$ cat src/rtl/morse_key_scheduler_if.sv
// Code handshake between a character source (master) and morse_key_scheduler (slave).
interface morse_key_scheduler_if;
    logic [7:0] code_in;
    logic       code_valid;
    logic       code_ready;

    modport master (output code_in, output code_valid, input code_ready);
    modport slave  (input code_in, input code_valid, output code_ready);
endinterface

$ cat src/rtl/morse_key_scheduler.sv
// Buffers 2-bit-per-symbol Morse codes and plays them on key_out with unit timing.
// Optional MORSE_SIDETONE_EN adds tone_out, a square wave gated by the mark.
module morse_key_scheduler #(
    parameter int unsigned UNIT_TIME  = 2000,
    parameter int unsigned FIFO_DEPTH = 4,
    parameter int unsigned TONE_DIV   = 50
) (
    input  logic                          clk,
    input  logic                          rst_n,
    morse_key_scheduler_if.slave          code_if,
    output logic                          key_out,
    output logic                          busy,
    output logic [$clog2(FIFO_DEPTH):0]   fifo_count
`ifdef MORSE_SIDETONE_EN
    ,
    output logic                          tone_out
`endif
);
    localparam int unsigned AW = $clog2(FIFO_DEPTH);
    localparam int unsigned CW = AW + 1;
    localparam int unsigned UW = $clog2(4 * UNIT_TIME);
    localparam logic [UW-1:0] T_1U = UW'(UNIT_TIME - 1);
    localparam logic [UW-1:0] T_3U = UW'(3 * UNIT_TIME - 1);
    localparam logic [UW-1:0] T_4U = UW'(4 * UNIT_TIME - 1);

    if (UNIT_TIME < 2 || FIFO_DEPTH < 2 || TONE_DIV < 1 ||
        (FIFO_DEPTH & (FIFO_DEPTH - 1)) != 0) begin : g_param_check
        $error("morse_key_scheduler: illegal parameter set");
    end

    typedef enum logic [2:0] {
        S_IDLE, S_SEEK, S_MARK, S_SYM_GAP, S_CHAR_GAP, S_WORD_GAP
    } state_e;

    state_e          state_q, state_d;
    logic [UW-1:0]   cnt_q, cnt_d;
    logic [7:0]      sh_q, sh_d;
    logic [2:0]      pairs_q, pairs_d;
    logic            dash_q, dash_d;
    logic            key_out_q, key_out_d;
    logic            busy_q, busy_d;
    logic            ready_q, ready_d;
    logic [CW-1:0]   count_q, count_d;
    logic [AW-1:0]   wr_ptr_q, wr_ptr_d;
    logic [AW-1:0]   rd_ptr_q, rd_ptr_d;
    logic [7:0]      mem_q [FIFO_DEPTH];
    logic [7:0]      sh_shift;
    logic            push;
    logic            pop;

    function automatic logic is_sym(input logic [1:0] p);
        return (p == 2'b01) || (p == 2'b10);
    endfunction

    function automatic logic any_sym(input logic [7:0] v);
        return is_sym(v[7:6]) || is_sym(v[5:4]) || is_sym(v[3:2]) || is_sym(v[1:0]);
    endfunction

    assign sh_shift = {sh_q[5:0], 2'b00};
    assign push     = code_if.code_valid && ready_q;

    // Symbol sequencer; the unit counter restarts on every state change.
    always_comb begin
        state_d = state_q;
        cnt_d   = cnt_q + UW'(1);
        sh_d    = sh_q;
        pairs_d = pairs_q;
        dash_d  = dash_q;
        pop     = 1'b0;
        case (state_q)
            S_IDLE: begin
                if (count_q != '0) begin
                    pop     = 1'b1;
                    sh_d    = mem_q[rd_ptr_q];
                    pairs_d = 3'd4;
                    state_d = S_SEEK;
                end
            end
            S_SEEK: begin
                if (is_sym(sh_q[7:6])) begin
                    dash_d  = (sh_q[7:6] == 2'b10);
                    state_d = S_MARK;
                end else if (pairs_q == 3'd0 || !any_sym(sh_q)) begin
                    state_d = S_WORD_GAP;
                end else begin
                    sh_d    = sh_shift;
                    pairs_d = pairs_q - 3'd1;
                end
            end
            S_MARK: begin
                if (cnt_q == (dash_q ? T_3U : T_1U)) begin
                    sh_d    = sh_shift;
                    pairs_d = pairs_q - 3'd1;
                    state_d = any_sym(sh_shift) ? S_SYM_GAP : S_CHAR_GAP;
                end
            end
            S_SYM_GAP:  if (cnt_q == T_1U) state_d = S_SEEK;
            S_CHAR_GAP: if (cnt_q == T_3U) state_d = S_IDLE;
            S_WORD_GAP: if (cnt_q == T_4U) state_d = S_IDLE;
            default:    state_d = S_IDLE;
        endcase
        if (state_d != state_q || state_q == S_IDLE || state_q == S_SEEK) begin
            cnt_d = '0;
        end
        key_out_d = (state_d == S_MARK);
        busy_d    = (state_q != S_IDLE) || (count_q != '0);
    end

    // FIFO bookkeeping; ready is recomputed from the next count so it tracks count_q exactly.
    always_comb begin
        count_d  = count_q + CW'(push) - CW'(pop);
        wr_ptr_d = push ? wr_ptr_q + AW'(1) : wr_ptr_q;
        rd_ptr_d = pop  ? rd_ptr_q + AW'(1) : rd_ptr_q;
        ready_d  = (count_d < CW'(FIFO_DEPTH));
    end

    always_ff @(posedge clk or negedge rst_n) begin
        if (!rst_n) begin
            state_q   <= S_IDLE;
            cnt_q     <= '0;
            sh_q      <= '0;
            pairs_q   <= '0;
            dash_q    <= 1'b0;
            key_out_q <= 1'b0;
            busy_q    <= 1'b0;
            ready_q   <= 1'b1;
            count_q   <= '0;
            wr_ptr_q  <= '0;
            rd_ptr_q  <= '0;
        end else begin
            state_q   <= state_d;
            cnt_q     <= cnt_d;
            sh_q      <= sh_d;
            pairs_q   <= pairs_d;
            dash_q    <= dash_d;
            key_out_q <= key_out_d;
            busy_q    <= busy_d;
            ready_q   <= ready_d;
            count_q   <= count_d;
            wr_ptr_q  <= wr_ptr_d;
            rd_ptr_q  <= rd_ptr_d;
        end
    end

    always_ff @(posedge clk or negedge rst_n) begin
        if (!rst_n) begin
            for (int i = 0; i < int'(FIFO_DEPTH); i++) mem_q[i] <= '0;
        end else if (push) begin
            mem_q[wr_ptr_q] <= code_if.code_in;
        end
    end

    assign key_out            = key_out_q;
    assign busy               = busy_q;
    assign fifo_count         = count_q;
    assign code_if.code_ready = ready_q;

`ifdef MORSE_SIDETONE_EN
    localparam int unsigned TW = $clog2(TONE_DIV + 1);

    logic [TW-1:0] tone_cnt_q, tone_cnt_d;
    logic          tone_q, tone_d;

    // Sidetone runs only while the mark continues; it drops together with key_out.
    always_comb begin
        tone_cnt_d = '0;
        tone_d     = 1'b0;
        if (state_q == S_MARK && state_d == S_MARK) begin
            if (tone_cnt_q == TW'(TONE_DIV - 1)) begin
                tone_d = ~tone_q;
            end else begin
                tone_cnt_d = tone_cnt_q + TW'(1);
                tone_d     = tone_q;
            end
        end
    end

    always_ff @(posedge clk or negedge rst_n) begin
        if (!rst_n) begin
            tone_cnt_q <= '0;
            tone_q     <= 1'b0;
        end else begin
            tone_cnt_q <= tone_cnt_d;
            tone_q     <= tone_d;
        end
    end

    assign tone_out = tone_q;
`endif
endmodule

$ cat src/flat_wrapper.sv
// flat-port wrapper written by rule: the top's interface ports become plain ports
module morse_key_scheduler_flat 
#(
    parameter int unsigned UNIT_TIME  = 2000,
    parameter int unsigned FIFO_DEPTH = 4,
    parameter int unsigned TONE_DIV   = 50
)
  (clk, rst_n, key_out, busy, fifo_count, code_if_code_in, code_if_code_valid, code_if_code_ready);
  morse_key_scheduler_if code_if_i ();
  input  logic clk;
  input  logic rst_n;
  output logic key_out;
  output logic busy;
  output logic [$clog2(FIFO_DEPTH):0] fifo_count;
  input wire logic [$bits(code_if_i.code_in)-1:0] code_if_code_in;
  input wire logic [$bits(code_if_i.code_valid)-1:0] code_if_code_valid;
  output wire logic [$bits(code_if_i.code_ready)-1:0] code_if_code_ready;
  assign code_if_i.code_in = code_if_code_in;
  assign code_if_i.code_valid = code_if_code_valid;
  assign code_if_code_ready = code_if_i.code_ready;
  morse_key_scheduler #(.UNIT_TIME(UNIT_TIME), .FIFO_DEPTH(FIFO_DEPTH), .TONE_DIV(TONE_DIV)) u_core (.clk(clk), .rst_n(rst_n), .code_if(code_if_i), .key_out(key_out), .busy(busy), .fifo_count(fifo_count));
endmodule
$ cat config.mk
export PLATFORM = sky130hd
export DESIGN_NAME = morse_key_scheduler_flat
export DESIGN_NICKNAME = d
export VERILOG_FILES = /design/src/rtl/morse_key_scheduler_if.sv /design/src/rtl/morse_key_scheduler.sv /design/src/flat_wrapper.sv
export SDC_FILE = /design/constraint.sdc
export NUM_CORES = 1
export LEC_CHECK = 0
export CAP_MARGIN = 20
export CELL_PAD_IN_SITES_DETAIL_PLACEMENT = 1
export CELL_PAD_IN_SITES_GLOBAL_PLACEMENT = 1
export CORE_MARGIN = 2
export CORE_UTILIZATION = 25
export CTS_CLUSTER_SIZE = 10
export DETAILED_ROUTE_END_ITERATION = 8
export HOLD_SLACK_MARGIN = 0.03
export PLACE_DENSITY_LB_ADDON = 0.1
export SYNTH_ARGS = -nofsm -noshare
export SYNTH_HDL_FRONTEND = slang
export SYNTH_SLANG_ARGS = --single-unit
$ cat constraint.sdc
create_clock -name clk -period 3 [get_ports clk]
set_input_delay 0.6 -clock clk [delete_from_list [all_inputs] [get_ports clk]]
set_output_delay 0.6 -clock clk [all_outputs]
set_load 0.005 [all_outputs]
Word-level counts from Yosys, hierarchy flattened. Cells that the tools add are included.

Register bits: 70. Bits of input ports: 11. Output and inout bits: 6. Logic and storage cells: 102.

Add/sub/neg operators: 6. Order comparisons: 4. Equality and inequality tests: 23. Muxes and demuxes: 29. Bitwise gates (word level): 2. Reduce and logical (&&, ||, !) cells: 23.

Operators with widths (count): 8-bit 2-to-1 mux (7); 3-bit 2-to-1 mux (12); 32-bit bitwise mux (1); 13-bit == test, second input constant (2); 13-bit 2-to-1 mux (2); 8-bit one-hot mux with 3 select lines (1); 3-bit one-hot mux with 6 select lines (1); 8-bit binary-select mux with 2-bit select (1); 8-bit demux with 2-bit select (1); 13-bit by 1-bit adder with 13-bit output, second input constant (1); 13-bit by 11-bit == test with 1-bit output, second input constant (1); 13-bit == test (1); 1-bit logical OR (13); 3-bit by 2-bit == test with 1-bit output, second input constant (3); 3-bit one-hot mux with 3 select lines (1); 3-bit nonzero test (3); 2-bit by 1-bit == test with 1-bit output, second input constant (4); 2-bit == test, second input constant (4); 3-bit == test, second input constant (2); 3-bit greater-or-equal comparator, second input constant (2); 3-bit zero test (2); 2-bit inverter with 3-bit output (2); 5-bit AND reduction (1); 2-bit by 1-bit adder with 2-bit output, second input constant (2); 13 further kinds (17).

Depth between registers and ports, before layout. Gate-level depths: netlist (run 1).

Depth in word-level cells: 14. Mapped depth: 11. Gate-level depth less buffers: 10.

Worst setup path before layout (run 1). Ideal clock, no wire load.

Kind: reg-to-reg. Start: register u_core.state_q[2]. End: register u_core.ready_q, in the netlist u_core.code_if.code_ready. Library setup time: 0.079 ns. Arrival: 2.208 ns. Required time: 2.921 ns. Path slack: 0.712 ns. Cell stages (with the launch flop): 12. Path buffers: 1. Period minus slack after synthesis: 2.288 ns. Cell sequence: dfrtp_1 -> clkbuf_1 -> nor3_1 -> nor2b_1 -> ha_1 -> inv_1 -> ha_1 -> inv_1 -> fa_1 -> xnor2_1 -> xnor2_1 -> inv_1.

Longest elaborated chain between the ends: 4.

Ends and longest elaborated chain: from (decl) (RTL line morse_key_scheduler.sv:35) `state_e state_q, state_d;`; from (signal assigned) (RTL line morse_key_scheduler.sv:131) `state_q <= state_d;`; 3-bit zero test (RTL line morse_key_scheduler.sv:70) `case (state_q)`; 1-bit 2-to-1 mux (RTL line morse_key_scheduler.sv:70); net u_core.pop (RTL line morse_key_scheduler.sv:49) `logic pop;`; 3-bit by 1-bit subtractor with 3-bit output (RTL line morse_key_scheduler.sv:111) `count_d = count_q + CW'(push) - CW'(pop);`; net u_core.count_d[2] (RTL line morse_key_scheduler.sv:43) `logic [CW-1:0] count_q, count_d;`; 3-bit < comparator (RTL line morse_key_scheduler.sv:114) `ready_d = (count_d < CW'(FIFO_DEPTH));`; net u_core.ready_d (RTL line morse_key_scheduler.sv:42) `logic ready_q, ready_d;`; to (signal assigned) (RTL line morse_key_scheduler.sv:138) `ready_q <= ready_d;`; to (decl) (RTL line morse_key_scheduler.sv:42).

The timed path passes the listed nets, and every way through them passes these cells. A chain may end at the register's enable or synchronous reset.

Final worst setup path (run 1). Same ends and word-level chain as after synthesis.

==> results of run 1 <==
-- cell usage after synthesis (all sizes together), types with 2 or more instances --
cell	number
dfrtp	69
mux4	8
nand3	3
nor2b	5
and3	2
nor2	5
a211oi	10
or3	3
ha	10
or3b	2
a21oi	5
mux2	48
xor2	5
o21ai	3
nor3	6
nand2	14
nor3b	4
clkbuf	4
nand4	4
xnor2	15
and2	3
buf	7
inv	14
nor4b	2
nor4	4
mux2i	2
-- area by class of cell --
cell class | instances | area (um^2) | share of cell area, %
flip-flops and latches | 70 | 1753 | 41.34
multi-input cells | 178 | 1698 | 40.04
clock buffers | 11 | 242.7 | 5.724
well taps | 180 | 225.2 | 5.311
repair buffers | 23 | 210.2 | 4.957
clock inverters | 5 | 58.81 | 1.387
inverters | 14 | 52.55 | 1.239
-- power by group through the flow --
stage	registers [W]	clock network, W	logic [W]
final	0.00171	0.00108	0.00207
after floorplan	0.00154	0	0.00167
after global routing	0.00178	0.00117	0.00231
after detailed placement	0.00173	0	0.00211
after global placement	0.00171	0	0.00208
after CTS	0.00171	0.00113	0.00212
-- per-stage QoR --
| stage | utilization [%] | hold slack (ps) | total power (W) |
|---|---|---|---|
| CTS | 30.55 | 457.7 | 0.004957 |
| floorplan | - | 304.4 | 0.003216 |
| global route | 30.55 | 487.3 | 0.005256 |
| global placement | 28.38 | 482.9 | 0.003792 |
| detailed placement | 28.38 | 492.9 | 0.003835 |
| finish | 30.55 | 382.8 | 0.004855 |
-- state kept, by name, indices dropped and copies added, names as in the netlist --
signal,cells
u_core.busy,1
u_core.cnt_q,13
u_core.code_if.code_ready,1
u_core.dash_q,1
u_core.fifo_count,3
u_core.key_out,1
u_core.mem_q,32
u_core.pairs_q,3
u_core.rd_ptr_q,2
u_core.sh_q,8
u_core.state_q,3
u_core.wr_ptr_q,2
-- worst paths after layout --
kind                                         from                        end  slack (ps)
max in group asynchronous                   rst_n           u_core.mem_q[17]        1960
worst max-delay path            u_core.state_q[2]  u_core.code_if.code_ready         510
worst min register to register   u_core.mem_q[21]           u_core.mem_q[21]         500
worst min-delay path                        rst_n          u_core.pairs_q[1]         380
min in group clk                 u_core.mem_q[21]           u_core.mem_q[21]         500
worst max register to register  u_core.state_q[2]  u_core.code_if.code_ready         510
-- routing by layer --
metal / share of wire [%] / vias to the layer above / track usage [%]
met1: 48 / 1125 / 15.49
met4: 1.3 / 0 / 3.622
li1: - / 1039 / -
met3: 3.0 / 7 / 4.151
met2: 48 / 17 / 20.09
met5: 0 / - / 0
-- layout by cell type (no fill, tap or decap), types with 4 or more instances in the layout --
master,instances
a211oi_1,10
a21oi_1,5
buf_4,8
clkbuf_16,9
clkdlybuf4s50_1,15
dfrtp_1,69
ha_1,10
inv_1,14
mux2_2,39
mux2_4,9
mux4_2,8
nand2_1,14
nand4_1,4
nor2_1,5
nor2b_1,5
nor3_1,6
nor4_1,4
xnor2_1,15
xor2_1,5
-- cells by family after synthesis --
| group | Yosys count | share of synthesized area, % |
|---|---|---|
| multiplexers | 58 | 21.74 |
| AO/OA/AOI/OAI | 27 | 6.217 |
| buffers and inverters | 25 | 3.126 |
| adder cells (fa/ha/maj) | 11 | 4.074 |
| flip-flops | 70 | 49.21 |
| AND/OR/NAND/NOR | 62 | 10.71 |
| XOR/XNOR | 20 | 4.918 |
-- worst max-delay path: stages, from the launching register on --
cell and delay, ps:
dfrtp_1 520, nor3_1 330, nor2b_1 300, ha_1 280, inv_1 60, ha_1 130, inv_1 50, fa_1 370
xnor2_1 170, xnor2_1 160, inv_1 60
==> results.ini, run 1 <==
[status]
status=completed

[sta]
min_period_ps=2491
layout_worst_path_cycle_share_pct=83.04
tightest_slew_ps=962.8
max_slew_margin_pct=35.81
setup-tns-final_ps=0
clock_skew_ps=9.199
setup_violations=0
finalWorstSetupSlack_ps=508.8
fmax_ghz=0.4014
rsz0062_at_grt=no
slew_violations=0
hold_violations=0

[logic_synthesis]
netlist_instances=273
ys.flop_type=dfrtp_1
synth_top_area_share_pct=48.47
yosys.area.top_type=dfrtp_1
syn-num-nets=295
synth_area_mm2=0.003562
synth_cell_types=48
yosysWarnings=0
synth_area_leaders=dfrtp_1, mux2_2, mux4_2, mux2_4, xnor2_1
async_flop_share_pct=100.0
ys_seq_area_share_pct=49.21
avgSynthCellArea_um2=13.05
synth_edf_count=0
synth_seq_cells=70

[grt]
grt_max_degree=71
grt_pass1_wl_um=13850
grt-ovfl-total=0
antenna_found_initial=0
grt_pass1_vias=2482
grt_usage_pct=12.33

[setup_path]
required_ps=3270
critical_path_class=reg2reg
endpoint_kind=flip-flop
reg2regPathDepth=10
cp-start-kind=flip-flop
cp.arrival_ps=2760
crit_path_max_fanout=12

[route]
wl_per_cell_um=16.77
drt_iter0_drc=77
detail_route.first_pass.iterations=3
drtAntennaViolNets=0
vias=2188
drc_errors=0
routed_wl_um=8064
vias_per_cell=4.549

[power]
p_int_w=0.003241
p_switching_w=0.001614
p_clk_share_pct=22.3
p_leak_nw=1.759
power_density_mw_per_mm2=1145
power_switching_share_pct=33.24
seqPwrFrac_pct=35.1
combPwrFrac_pct=42.6
vdd_drop_max_uv=389.0

[cts]
insertion_delay_ps=340
cts_resized=0
htreeDepth=3
cts_tree=done
cts_buffer_depth=2
cts-root-buf=clkbuf_16
cts_setup_buffers=0
numCtsBuffers=9
ctsHoldBuffers=0
cts_sinks=70
clk_pin_slew_ps=60

[floorplanning]
placement_rows=43
fp.coreArea_mm2=0.01388
die_area_mm2=0.01522
ios=17
dieWidth_um=123.4
initial_utilization_pct=25.66
die_y_um=123.4

[placement]
post-place-ws_ps=514.6
gp_congestion=0.6882
dp_hpwl_um=5497
dp.cells=465
io_buffers=16
place_area_mm2=0.003939

[layout]
drive_gt1_share_pct=29.90
stdcell_area_mm2=0.004240
finalNetCount=318
syn_to_final_growth_pct=19.04
final_cells=481
antennaDiodeCount=0
fillCellCount=1509

[min_path]
hold_class=in2async

[flow_run]
maxCapViolCount=0

Note: power is estimated with default switching activity, not from simulation.
==> inputs of run 2 (changes only) <==
==> constraint.sdc (replaced) <==
create_clock -name clk -period 2.5 [get_ports clk]
set_input_delay 0.5 -clock clk [delete_from_list [all_inputs] [get_ports clk]]
set_output_delay 0.5 -clock clk [all_outputs]
set_load 0.005 [all_outputs]
==> run 2 against run 1 <==
Combinational power grew 26%. Clock skew is essentially flat. Fmax rose by 11%. Total power increased by 22%. Sequential cell count stayed put. Worst hold slack got worse by 270 ps. Clock-buffer cell count stayed put. Clock power up 28%. Critical endpoint is now u_core.pairs_q[2]. Largest cell class unchanged. Highest routed layer unchanged. Critical path type unchanged. Final area rose by 3.0%. Utilization increased by 0.90 points. Wire length fell by 0.33%.
==> results.ini, run 2 (same netlist as run 1, synthesis figures left out) <==
[status]
status=completed

[setup_path]
worstReg2RegStart=u_core.pairs_q[0]
required_ps=2720  ; -550 ps
cp.arrival_ps=2470  ; -290 ps
critical_path_class=reg2reg
endpoint_kind=flip-flop
cp-start-kind=flip-flop
crit_path_max_fanout=11  ; -1
crit_start=u_core.pairs_q[0]

[sta]
clock_skew_ps=9.147  ; -0.05213 ps
rsz0062_at_grt=no
tightest_slew_ps=495.3  ; -467.5 ps
max_slew_margin_pct=66.98  ; +31 points
min_period_ps=2253  ; -237.7 ps
hold_violations=0  ; unchanged
setup-tns-final_ps=0  ; unchanged
layout_worst_path_cycle_share_pct=90.14  ; +7.1 points
finalWorstSetupSlack_ps=246.6  ; -262.3 ps
setup_violations=0  ; unchanged
fmax_ghz=0.4438  ; +11%
slew_violations=0  ; unchanged

[route]
vias_per_cell=4.577  ; +0.62%
drtAntennaViolNets=0  ; unchanged
routed_wl_um=8037  ; -0.33%
detail_route.first_pass.iterations=4  ; +1
wl_per_cell_um=16.27  ; -3.0%
drt_iter0_drc=84  ; +9.1%
vias=2261  ; +3.3%
drc_errors=0  ; unchanged

[layout]
fin_util_pct=31.45  ; +0.90 points
final_cells=494  ; +2.7%
antennaDiodeCount=0  ; unchanged
syn_to_final_growth_pct=22.55
stdcell_area_mm2=0.004365  ; +3.0%
finalNetCount=331  ; +4.1%
largestRegisters=u_core.mem_q (32), u_core.cnt_q (13), u_core.sh_q (8)
top_register=u_core.mem_q
layout_common_cells=dfrtp_1, mux2_2, buf_4
largest_register_ffs=32  ; unchanged
final_common_cell=dfrtp_1
drive_gt1_share_pct=32.48  ; +2.6 points

[placement]
io_buffers=16  ; unchanged
post-place-ws_ps=257.9  ; -256.7 ps
place_area_mm2=0.004049  ; +2.8%
dp.cells=478  ; +2.8%
gp_congestion=0.6714  ; -2.4%
dp_hpwl_um=5634  ; +2.5%

[cts]
numCtsBuffers=9  ; unchanged
cts_sinks=70  ; unchanged
cts_tree=done
ctsHoldBuffers=0  ; unchanged
cts_buffer_depth=2  ; unchanged
htreeDepth=3  ; unchanged
cts_setup_buffers=0  ; unchanged
clk_pin_slew_ps=60  ; about the same
cts-root-buf=clkbuf_16
insertion_delay_ps=340  ; about the same
cts_resized=0  ; unchanged

[floorplanning]
dieWidth_um=123.4  ; unchanged
die_area_mm2=0.01522  ; unchanged
die_y_um=123.4  ; unchanged
fp.coreArea_mm2=0.01388  ; unchanged
initial_utilization_pct=25.66  ; unchanged
placement_rows=43  ; unchanged
ios=17  ; unchanged

[grt]
grt_use_met3_pct=4.428  ; +0.28 points
grt_max_degree=42  ; -41%
grt_usage_pct=12.30  ; -0.028 points
grt-ovfl-total=0  ; unchanged
grt_pass1_wl_um=13740  ; -0.75%
grt_use_met1_pct=14.68  ; -0.81 points
grt.busiest_layer=met2
grt_use_met2_pct=20.54  ; +0.45 points
grt_pass1_vias=2563  ; +3.3%
antenna_found_initial=0  ; unchanged

[min_path]
hold_class=in2async

[flow_run]
maxCapViolCount=0  ; unchanged

[power]
p_leak_nw=1.830  ; +4.0%
power_density_mw_per_mm2=1360  ; +19%
vdd_drop_max_uv=567.0  ; +46%

run 2: area by class of cell:
class / instances / area [um^2]
Tap cell: 180 / 225.2
Clock buffer: 11 / 232.7
Inverter: 14 / 52.55
Fill cell: 1508 / 9515
Sequential cell: 70 / 1753
Clock inverter: 5 / 83.83
Timing Repair Buffer: 36 / 320.3
Multi-Input combinational cell: 178 / 1698
run 2: stage by stage:
stage,power [W],hold slack (ps)
2_1_floorplan,0.003859,204.4
3_3_place_gp,0.004610,482.2
3_5_place_dp,0.004657,490.1
4_1_cts,0.006088,124.4
5_1_grt,0.006436,132.7
6_report,0.005937,111.6
run 2: power by group:
group | leakage [nW] | internal, W | total (W) | switching [W]
clock network | 0.146 | 0.000876 | 0.00138 | 0.000508
logic | 0.821 | 0.00151 | 0.00261 | 0.00110
registers | 0.863 | 0.00164 | 0.00195 | 0.000307
run 2: final timing paths:
| kind | slack, ps | depth (start not counted) | to |
|---|---|---|---|
| min reg2reg | 490 | 1 | u_core.cnt_q[0] |
| max in group asynchronous | 1750 | 2 | u_core.code_if.code_ready |
| min in group clk | 490 | 1 | u_core.cnt_q[0] |
| max | 250 | 8 | u_core.pairs_q[2] |
| min | 110 | 1 | u_core.state_q[2] |
| max reg2reg | 250 | 8 | u_core.pairs_q[2] |
run 2: critical path, stage by stage (launching register included):
cell and delay [ps]:
dfrtp_1 360, inv_1 50, ha_1 190, ha_1 190, or3b_1 360, a21o_1 180, a2111o_1 280, buf_4 210
mux2_4 310
run 2: per-layer routing:
layer	vias to the layer above	share of wire [%]
met2	23	49
met5	-	0
met3	8	3.3
met1	1163	46
li1	1067	-
met4	0	1.3
